## config.mk

```make
export PLATFORM = sky130hd
export DESIGN_NAME = mod_exp_engine_flat
export DESIGN_NICKNAME = d
export VERILOG_FILES = /design/src/rtl/rsa_pkg.sv /design/src/rtl/mod_exp_engine_if.sv /design/src/rtl/mod_exp_engine_mul.sv /design/src/rtl/mod_exp_engine.sv /design/src/flat_wrapper.sv
export SDC_FILE = /design/constraint.sdc
export NUM_CORES = 2
export LEC_CHECK = 0
export ABC_AREA = 1
export CELL_PAD_IN_SITES_DETAIL_PLACEMENT = 2
export CELL_PAD_IN_SITES_GLOBAL_PLACEMENT = 2
export CORE_ASPECT_RATIO = 2
export CORE_MARGIN = 3
export CORE_UTILIZATION = 30
export DETAILED_ROUTE_END_ITERATION = 10
export GPL_TIMING_DRIVEN = 0
export PLACE_DENSITY_LB_ADDON = 0.2
export SKIP_CTS_REPAIR_TIMING = 1
export SLEW_MARGIN = 20
export SYNTH_ARGS = -nofsm -noshare
export SYNTH_HDL_FRONTEND = slang
export SYNTH_HIERARCHICAL = 1
export SYNTH_SLANG_ARGS = --single-unit
```

## constraint.sdc

```tcl
create_clock -name clk -period 8 [get_ports clk]
set_clock_uncertainty 0.15 [all_clocks]
set_input_delay 1.6 -clock clk [delete_from_list [all_inputs] [get_ports clk]]
set_output_delay 1.6 -clock clk [all_outputs]
set_load 0.02 [all_outputs]
```

## src/rtl/rsa_pkg.sv

```systemverilog
// Shared types and latency helpers for the modular-exponentiation engine.
package rsa_pkg;

  typedef enum logic [2:0] {IDLE, CHECK, SQR, MUL, FIN} state_t;

  function automatic int lat_mul(input int w);
    return w + 1;
  endfunction

  // k = popcount(exp) in normal mode, EXP_WIDTH in constant-time mode
  function automatic int lat_total(input int w, input int ew, input int k);
    return 2 + (ew + k) * lat_mul(w);
  endfunction

endpackage

```

## src/rtl/mod_exp_engine_if.sv

```systemverilog
// Request/response bundle between the RSA control path and the exponentiator.
interface mod_exp_engine_if #(
  parameter int WIDTH     = 128,
  parameter int EXP_WIDTH = 2*WIDTH
);
  logic                 start;
  logic                 const_time;
  logic [WIDTH-1:0]     base;
  logic [EXP_WIDTH-1:0] exp;
  logic [WIDTH-1:0]     n;
  logic                 busy;
  logic                 done;
  logic                 err;
  logic [WIDTH-1:0]     result;

  modport master (output start, const_time, base, exp, n,
                  input  busy, done, err, result);
  modport slave  (input  start, const_time, base, exp, n,
                  output busy, done, err, result);
endinterface

```

## src/rtl/mod_exp_engine_mul.sv

```systemverilog
// Serial interleaved modular multiplier: p = a*b mod n, WIDTH+1 cycles per product.
module mod_mul_serial #(
  parameter int WIDTH = 128
) (
  input  logic             clk,
  input  logic             reset_n,
  input  logic             go,
  input  logic [WIDTH-1:0] a,
  input  logic [WIDTH-1:0] b,
  input  logic [WIDTH-1:0] n,
  output logic             busy,
  output logic             done,
  output logic [WIDTH-1:0] p
);
  localparam int CW = (WIDTH > 1) ? $clog2(WIDTH) : 1;

  logic [WIDTH+1:0] r, a_q, n_q, t0, t1, t2;
  logic [WIDTH-1:0] b_q;
  logic [CW-1:0]    cnt;

  // r < n keeps 2r + a below 3n, so two subtractions fully reduce it
  always_comb begin
    t0 = (r << 1) + (b_q[WIDTH-1] ? a_q : '0);
    t1 = (t0 >= n_q) ? t0 - n_q : t0;
    t2 = (t1 >= n_q) ? t1 - n_q : t1;
  end

  // done/p are combinational so the caller can retire on the final iteration edge
  assign done = busy && (cnt == '0);
  assign p    = t2[WIDTH-1:0];

  always_ff @(posedge clk) begin
    if (!reset_n) begin
      busy <= 1'b0;
      cnt  <= '0;
      r    <= '0;
      a_q  <= '0;
      b_q  <= '0;
      n_q  <= '0;
    end else if (!busy) begin
      if (go) begin
        busy <= 1'b1;
        cnt  <= CW'(WIDTH-1);
        r    <= '0;
        a_q  <= {2'b00, a};
        b_q  <= b;
        n_q  <= {2'b00, n};
      end
    end else begin
      r   <= t2;
      b_q <= {b_q[WIDTH-2:0], 1'b0};
      cnt <= cnt - 1'b1;
      if (done) busy <= 1'b0;
    end
  end

endmodule

```

## src/rtl/mod_exp_engine.sv

```systemverilog
// Left-to-right square-and-multiply exponentiator with optional constant-time dummy multiplies.
module mod_exp_engine #(
  parameter int WIDTH     = 128,
  parameter int EXP_WIDTH = 2*WIDTH
) (
  input  logic             clk,
  input  logic             reset_n,
  mod_exp_engine_if.slave  bus
);
  import rsa_pkg::*;

  localparam int IW = (EXP_WIDTH > 1) ? $clog2(EXP_WIDTH) : 1;

  state_t               state, state_nxt;
  logic [WIDTH-1:0]     base_q, n_q, acc, res_q, mul_b, mul_p;
  logic [EXP_WIDTH-1:0] exp_q;
  logic [IW-1:0]        idx;
  logic                 ct_q, err_q, done_q, mul_go, mul_busy, mul_done;
  logic                 bad, bit_q, last;

  assign bad   = (n_q < WIDTH'(2)) || (base_q >= n_q);
  assign bit_q = exp_q[idx];
  assign last  = (idx == '0);

  always_ff @(posedge clk) begin
    if (!reset_n) state <= IDLE;
    else          state <= state_nxt;
  end

  // a start coinciding with done is refused so the done cycle is always observed idle
  always_comb begin
    state_nxt = state;
    mul_go    = 1'b0;
    mul_b     = acc;
    case (state)
      IDLE:  if (bus.start && !done_q) state_nxt = CHECK;
      CHECK: state_nxt = bad ? FIN : SQR;
      SQR: begin
        mul_go = !mul_busy;
        if (mul_done) state_nxt = (bit_q || ct_q) ? MUL : (last ? FIN : SQR);
      end
      MUL: begin
        mul_go = !mul_busy;
        mul_b  = base_q;
        if (mul_done) state_nxt = last ? FIN : SQR;
      end
      FIN:     state_nxt = IDLE;
      default: state_nxt = IDLE;
    endcase
  end

  always_ff @(posedge clk) begin
    if (!reset_n) begin
      base_q <= '0;
      n_q    <= '0;
      exp_q  <= '0;
      ct_q   <= 1'b0;
      acc    <= '0;
      idx    <= '0;
      err_q  <= 1'b0;
      done_q <= 1'b0;
      res_q  <= '0;
    end else begin
      done_q <= (state == FIN);
      case (state)
        IDLE: if (state_nxt == CHECK) begin
          base_q <= bus.base;
          n_q    <= bus.n;
          exp_q  <= bus.exp;
          ct_q   <= bus.const_time;
          err_q  <= 1'b0;
        end
        CHECK: if (bad) begin
          err_q <= 1'b1;
          res_q <= '0;
        end else begin
          acc <= WIDTH'(1);
          idx <= IW'(EXP_WIDTH-1);
        end
        SQR: if (mul_done) begin
          acc <= mul_p;
          if (!(bit_q || ct_q) && !last) idx <= idx - 1'b1;
        end
        // dummy multiply on a 0-bit: product is discarded
        MUL: if (mul_done) begin
          if (bit_q) acc <= mul_p;
          if (!last) idx <= idx - 1'b1;
        end
        FIN:     res_q <= err_q ? '0 : acc;
        default: ;
      endcase
    end
  end

  mod_mul_serial #(.WIDTH(WIDTH)) u_mul (
    .clk     (clk),
    .reset_n (reset_n),
    .go      (mul_go),
    .a       (acc),
    .b       (mul_b),
    .n       (n_q),
    .busy    (mul_busy),
    .done    (mul_done),
    .p       (mul_p)
  );

  assign bus.busy   = (state != IDLE);
  assign bus.done   = done_q;
  assign bus.err    = err_q;
  assign bus.result = res_q;

endmodule
```

## src/flat_wrapper.sv

```systemverilog
// flat-port wrapper written by rule: the top's interface ports become plain ports
module mod_exp_engine_flat import rsa_pkg::*;
#(
  parameter int WIDTH     = 128,
  parameter int EXP_WIDTH = 2*WIDTH
)
  (clk, reset_n, bus_start, bus_const_time, bus_base, bus_exp, bus_n, bus_busy, bus_done, bus_err, bus_result);
  mod_exp_engine_if #(.WIDTH(WIDTH), .EXP_WIDTH(EXP_WIDTH)) bus_i ();
  input  logic clk;
  input  logic reset_n;
  input wire logic [$bits(bus_i.start)-1:0] bus_start;
  input wire logic [$bits(bus_i.const_time)-1:0] bus_const_time;
  input wire logic [$bits(bus_i.base)-1:0] bus_base;
  input wire logic [$bits(bus_i.exp)-1:0] bus_exp;
  input wire logic [$bits(bus_i.n)-1:0] bus_n;
  output wire logic [$bits(bus_i.busy)-1:0] bus_busy;
  output wire logic [$bits(bus_i.done)-1:0] bus_done;
  output wire logic [$bits(bus_i.err)-1:0] bus_err;
  output wire logic [$bits(bus_i.result)-1:0] bus_result;
  assign bus_i.start = bus_start;
  assign bus_i.const_time = bus_const_time;
  assign bus_i.base = bus_base;
  assign bus_i.exp = bus_exp;
  assign bus_i.n = bus_n;
  assign bus_busy = bus_i.busy;
  assign bus_done = bus_i.done;
  assign bus_err = bus_i.err;
  assign bus_result = bus_i.result;
  mod_exp_engine #(.WIDTH(WIDTH), .EXP_WIDTH(EXP_WIDTH)) u_core (.clk(clk), .reset_n(reset_n), .bus(bus_i));
endmodule
```

Yosys cells after proc, flatten, opt, wreduce, memory -nomap -nowiden --
Cells that the tools add are included.
Operators by class: shift-type cells 0, eq/ne operators 13, reductions and logical operators 25, bitwise logic cells 2, magnitude comparators 5, $mul 0, div/mod/pow operators 0, $add $sub $neg 5, multiplexer cells 40
Operators with widths (number):
- 128-bit 2-to-1 mux | 10
- 129-bit 2-to-1 mux | 3
- 128-bit one-hot mux with 3 select lines | 1
- 130-bit by 128-bit >= comparator with 1-bit output | 2
- 128-bit one-hot mux with 2 select lines | 1
- 130-bit by 128-bit adder with 130-bit output | 1
- 130-bit 2-to-1 mux | 1
- 130-bit by 128-bit subtractor with 130-bit output | 1
- 129-bit by 128-bit subtractor with 129-bit output | 1
- 128-bit >= comparator | 1
- 128-bit by 2-bit < comparator with 1-bit output (second input constant) | 1
- 8-bit 2-to-1 mux | 5
- 8-bit one-hot mux with 3 select lines | 1
- 3-bit 2-to-1 mux | 6
- 7-bit 2-to-1 mux | 2
- 2-bit by 1-bit inequality test with 1-bit output (second input constant) | 6
- 3-bit one-hot mux with 4 select lines | 1
- 8-bit by 9-bit < comparator with 1-bit output (second input constant) | 1
- 1-bit binary-select mux with 8-bit select | 1
- 8-bit logical NOT | 1
- 8-bit by 1-bit subtractor with 8-bit output (second input constant) | 1
- 7-bit logical NOT | 1
- 1-bit 2-to-1 mux | 7
- 7-bit by 1-bit subtractor with 7-bit output (second input constant) | 1
- 17 further kinds | 33
Word-level totals: latch bits 0, RAM bits 0, memory bits (read-only) 0, memories 0, output and inout bits 131, register bits after elaboration 1303

Longest topological paths before layout --
word-level depth 9, mapped depth 63

By module --
The synthesis kept the hierarchy.
By module, submodules not included:
- mod_mul_serial | cells each 9969, area each 55982.4 sq um, seq. area each 10430.0 sq um, instances 1
- mod_exp_engine | cells each 4877, area each 36044.6 sq um, seq. area each 15655.0 sq um, instances 1

Worst setup path after synthesis --
OpenSTA, ideal clock, no wires.
path kind flip-flop to flip-flop, start register u_core.u_mul.b_q[127], end register u_core.acc[0], path slack 0.296 ns, required time 7.718 ns, data arrival time 7.422 ns, stages on the path, launching flop included 55, clock period less this slack 7.704 ns, cells stage by stage dfxtp_1 > clkbuf_1 > nand2_1 > inv_1 > ha_1 > inv_1 > fa_1 > inv_1 > nand3_1 > nand2_1 > a21oi_1 > o21ai_0 > a21oi_1 > o21ai_0 > nand2_1 > nand2_1 > nand2_1 > nand2_1 > [... 19 more ...] > nand3_1 > nand2_1 > a21oi_1 > o21ai_1 > nand2_1 > nand2_1 > nand2_1 > o211ai_2 > nand2_1 > nand3_1 > a21oi_4 > buf_4 > buf_2 > nand3_1 > and2_1 > or2_2 > nand3_1 > a21oi_1
Between the ends: cells in the longest elaborated chain, start to end 9, elaborated cells on any way between the ends 12, those cells by class add/sub: 3; order compare: 2; mux: 7
Ends and longest elaborated chain:
- from (decl) | line mod_exp_engine_mul.sv:18 | logic [WIDTH-1:0] b_q;
- from (signal assigned) | line mod_exp_engine_mul.sv:51 | b_q <= {b_q[WIDTH-2:0], 1'b0};
- 128-bit 2-to-1 mux (*) | line mod_exp_engine_mul.sv:23 | t0 = (r << 1) + (b_q[WIDTH-1] ? a_q : '0);
- 130-bit by 128-bit adder with 130-bit output (*) | line mod_exp_engine_mul.sv:23
- 130-bit by 128-bit subtractor with 130-bit output / 130-bit by 128-bit >= comparator with 1-bit output (equally long branches) | line mod_exp_engine_mul.sv:24 | t1 = (t0 >= n_q) ? t0 - n_q : t0;
- 130-bit 2-to-1 mux (*) | line mod_exp_engine_mul.sv:24
- 129-bit by 128-bit subtractor with 129-bit output / 130-bit by 128-bit >= comparator with 1-bit output (equally long branches) | line mod_exp_engine_mul.sv:25 | t2 = (t1 >= n_q) ? t1 - n_q : t1;
- 129-bit 2-to-1 mux (*) | line mod_exp_engine_mul.sv:25
- via u_core.mul_p[0] | line mod_exp_engine.sv:15 | logic [WIDTH-1:0] base_q, n_q, acc, res_q, mul_b, mul_p;
- 128-bit 2-to-1 mux | line mod_exp_engine.sv:86 | if (bit_q) acc <= mul_p;
- 128-bit 2-to-1 mux | line mod_exp_engine.sv:85 | MUL: if (mul_done) begin
- 128-bit one-hot mux with 3 select lines (*) | line mod_exp_engine.sv:65 | case (state)
- to (signal assigned) | line mod_exp_engine.sv:81 | acc <= mul_p;
- to (signal assigned) | line mod_exp_engine.sv:86
- to (decl) | line mod_exp_engine.sv:15
The timed path passes the listed nets; every way through them passes the cells marked *. The select of a mux whose other input is x is not followed. A chain may end at the register's enable or synchronous reset.

Worst setup path in the final report --
start register u_core.u_mul.b_q[127], end register u_core.u_mul.r[128]
Between the ends: cells in the longest elaborated chain, start to end 7, elaborated cells on any way between the ends 9, those cells by class add/sub: 3; order compare: 2; mux: 4
Ends and longest elaborated chain:
- 128-bit 2-to-1 mux (*) | line mod_exp_engine_mul.sv:23
- 130-bit by 128-bit adder with 130-bit output (*) | line mod_exp_engine_mul.sv:23
- 130-bit by 128-bit subtractor with 130-bit output / 130-bit by 128-bit >= comparator with 1-bit output (equally long branches) | line mod_exp_engine_mul.sv:24
- 130-bit 2-to-1 mux (*) | line mod_exp_engine_mul.sv:24
- 129-bit by 128-bit subtractor with 129-bit output / 130-bit by 128-bit >= comparator with 1-bit output (equally long branches) | line mod_exp_engine_mul.sv:25
- 129-bit 2-to-1 mux (*) | line mod_exp_engine_mul.sv:25
- 129-bit 2-to-1 mux (*) | line mod_exp_engine_mul.sv:40 | end else if (!busy) begin
- to (signal assigned) | line mod_exp_engine_mul.sv:50 | r <= t2;
- to (decl) | line mod_exp_engine_mul.sv:17 | logic [WIDTH+1:0] r, a_q, n_q, t0, t1, t2;
Mark *: on every way between the ends. The rest lies on a longest branch, timed or not.

==> results.sh <==
export IMPL_status="finished with violations"
export IMPL_violations="setup timing"
export IMPL_drv_slew=0
export IMPL_crit_type="reg -> reg"
export IMPL_max_cap_violations=0
export IMPL_clkSlewWorstSetupHoldPaths_ns=0.08
export IMPL_synth_area_top_cells="dfxtp_1, nand2_1, nor2_1, a21oi_1, inv_1"
export IMPL_crit_path_max_incr_delay_ns=1.10
export IMPL_rsz0062_at_grt="yes"
export IMPL_wire_per_inst_um=37.3
export IMPL_yosysWarnings=6
export IMPL_relSlewSlack_pct=7.32
export IMPL_overflow=0
export IMPL_ys_seq_area_share_pct=28.3
export IMPL_met1_length_um=233000
export IMPL_ioPinCount=647
export IMPL_grt_max_degree=18
export IMPL_synth_ff_type="dfxtp_1"
export IMPL_routabilityCongestion=1.23
export IMPL_dieArea_um2=314000
export IMPL_setup_violations=257
export IMPL_arrival_ns=13.04
export IMPL_finalNetCount=16843
export IMPL_htreeDepth=3
export IMPL_core_um2=305000
export IMPL_top_layer="met5"
export IMPL_ys_top_cells_by_count="nand2_1, nor2_1, inv_1"
export IMPL_crit_top_cell="buf_12"
export IMPL_synthMostInstantiatedCell="nand2_1"
export IMPL_start_util_pct=30.2
export IMPL_io_buffers=645
export IMPL_yosysTopAreaCell="dfxtp_1"
export IMPL_path_max_fanout=10
export IMPL_vias_per_cell=5.87
export IMPL_grt_pass1_vias=123334
export IMPL_ys_types=66
export IMPL_hp_class="reg -> reg"
export IMPL_ant_nets=0
export IMPL_drc=0
export IMPL_rows=287
export IMPL_clock_sinks=1303
export IMPL_syn_to_final_growth_pct=24.9
export IMPL_async_flop_share_pct=0
export IMPL_clk_path_buf_depth=3
export IMPL_fin_crit_ns=12.44
export IMPL_final_util_pct=37.7
export IMPL_netlist_area_leader_share_pct=28.3
export IMPL_synth_edf_count=0
export IMPL_worstSetupStartpointType="flip-flop"
export IMPL_fmax_mhz=80.4
export IMPL_hold_viol=0
export IMPL_finalCritPeriodShare_pct=155
export IMPL_place_hpwl_um=609000
export IMPL_drive_gt1_share_pct=9.82
export IMPL_first_iter_violations=9747
export IMPL_dp_cells=19572
export IMPL_syn_area_per_cell_um2=6.20
export IMPL_synthCells=14846
export IMPL_cts_tree="done"
export IMPL_grt_pass1_wl_um=1010000
export IMPL_synth_nets=15878
export IMPL_worst_path_max_delay_cell="o21ai_2"
export IMPL_root_buffer="clkbuf_16"
export IMPL_wl_met3_um=63100
export IMPL_antenna_found_initial=186
export IMPL_route_vias_total=117979
export IMPL_wl_met2_um=347000
export IMPL_placed_area_um2=104000
export IMPL_cts_buffers=117
export IMPL_ys_ff_latch=1303
export IMPL_grtUsageTotal_pct=47.0
export IMPL_finalNonFillerCells=20114
export IMPL_dr_pass1_iters=6
export IMPL_finalInstanceArea_um2=115000
export IMPL_holdWs_ns=0.313
export IMPL_setup_slack_ns=-4.44
export IMPL_syn_area_um2=92000
export IMPL_routed_wl_um=750000
export IMPL_worst_pin_slew_ns=1.39
export IMPL_die_w_um=398
export IMPL_worstSkewPairLatency_ns=0.85
export IMPL_critPathRequiredTime_ns=8.60
export IMPL_crit_path_end_kind="flip-flop"
export IMPL_die_y_um=789
==> area by class of cell <==
cell class	instances	area (µm²)
Antenna cell	161	403
Buffer	665	3330
Clock buffer	170	3380
Clock inverter	45	587
Fill cell	37435	190000
Inverter	1730	6550
Multi-Input combinational cell	11148	60700
Sequential cell	1303	26100
Tap cell	4046	5060
Timing Repair Buffer	846	8870
==> worst max-delay path, delay by kind of cell, from the launching register on <==
kind	cells	cell delay, ns
AOI/OAI and AO/OA	8	2.42
DFF	1	0.37
xor gates and xnor gates	1	0.14
adders and majority gates	3	1.21
buffers and inverters	15	2.88
and+or+nand+nor	23	4.86
==> placed cells by master (no fill, tap or decap), types with 56 or more instances in the layout <==
cell and count:
diode_2 161, nand2_1 3280, inv_1 1678, xor2_1 183, mux2_2 127, clkbuf_16 120
o21ai_0 1158, o21ai_1 86, nand3b_1 158, nor2_1 2068, o21bai_1 71, nand2_2 96
ha_1 418, a22oi_1 128, nor3_1 71, buf_6 56, nor2_2 127, clkbuf_1 462
nand3_1 698, xnor2_1 97, clkdlybuf4s50_1 645, dfxtp_1 1301, a21oi_2 103, nor2_4 75
buf_4 171, a21oi_1 1362, nand4_1 228
==> registers in the layout, summed over array words and instances, names as in the netlist <==
signal / flops
u_core/exp_q: 256
u_core/u_mul/r: 129
u_core/acc: 128
u_core/base_q: 128
u_core/bus.result: 128
u_core/n_q: 128
u_core/u_mul/a_q: 128
u_core/u_mul/b_q: 128
u_core/u_mul/n_q: 128
u_core/idx: 8
u_core/u_mul/cnt: 7
u_core/state: 3
u_core/bus.done: 1
u_core/bus.err: 1
u_core/ct_q: 1
u_core/u_mul/busy: 1
==> through the flow <==
step                 TNS, ns  setup WS (ns)
floorplan                  0          0.296
global placement    -2461.40         -10.15
detailed placement  -1962.35          -8.20
CTS                 -1973.79          -8.27
global route        -1078.82          -4.53
finish              -1033.86          -4.44
==> path summary, 6_finish.rpt <==
check                   startpoint                   to  slack, ns  cells after the start
max          u_core/u_mul/b_q[127]  u_core/u_mul/r[128]      -4.44                     50
min               u_core/exp_q[76]     u_core/exp_q[76]       0.31                      2
max reg2reg  u_core/u_mul/b_q[127]  u_core/u_mul/r[128]      -4.44                     50
min reg2reg       u_core/exp_q[76]     u_core/exp_q[76]       0.31                      2
==> cell families (layout without fill, tap and decap cells) <==
family / Yosys count / after routing / synth area share, %
fa+ha+maj: 516 / 516 / 7.04
other cells: 0 / 161 / 0
compound gates: 3195 / 3195 / 18.5
buf+inv: 2395 / 3456 / 10.3
flops: 1303 / 1303 / 28.3
mux: 127 / 127 / 1.55
simple gates: 7017 / 7017 / 31.4
xor+xnor: 293 / 293 / 2.79
==> per-layer routing <==
metal / global-route usage (%) / up-vias
li1: - / 50328
met1: 42.3 / 57940
met2: 76.1 / 5957
met3: 18.7 / 3648
met4: 51.8 / 106
met5: 1.12 / -
Power is not shown: default switching activity piles up to over one toggle a cycle in this logic, so the estimate is an artifact.
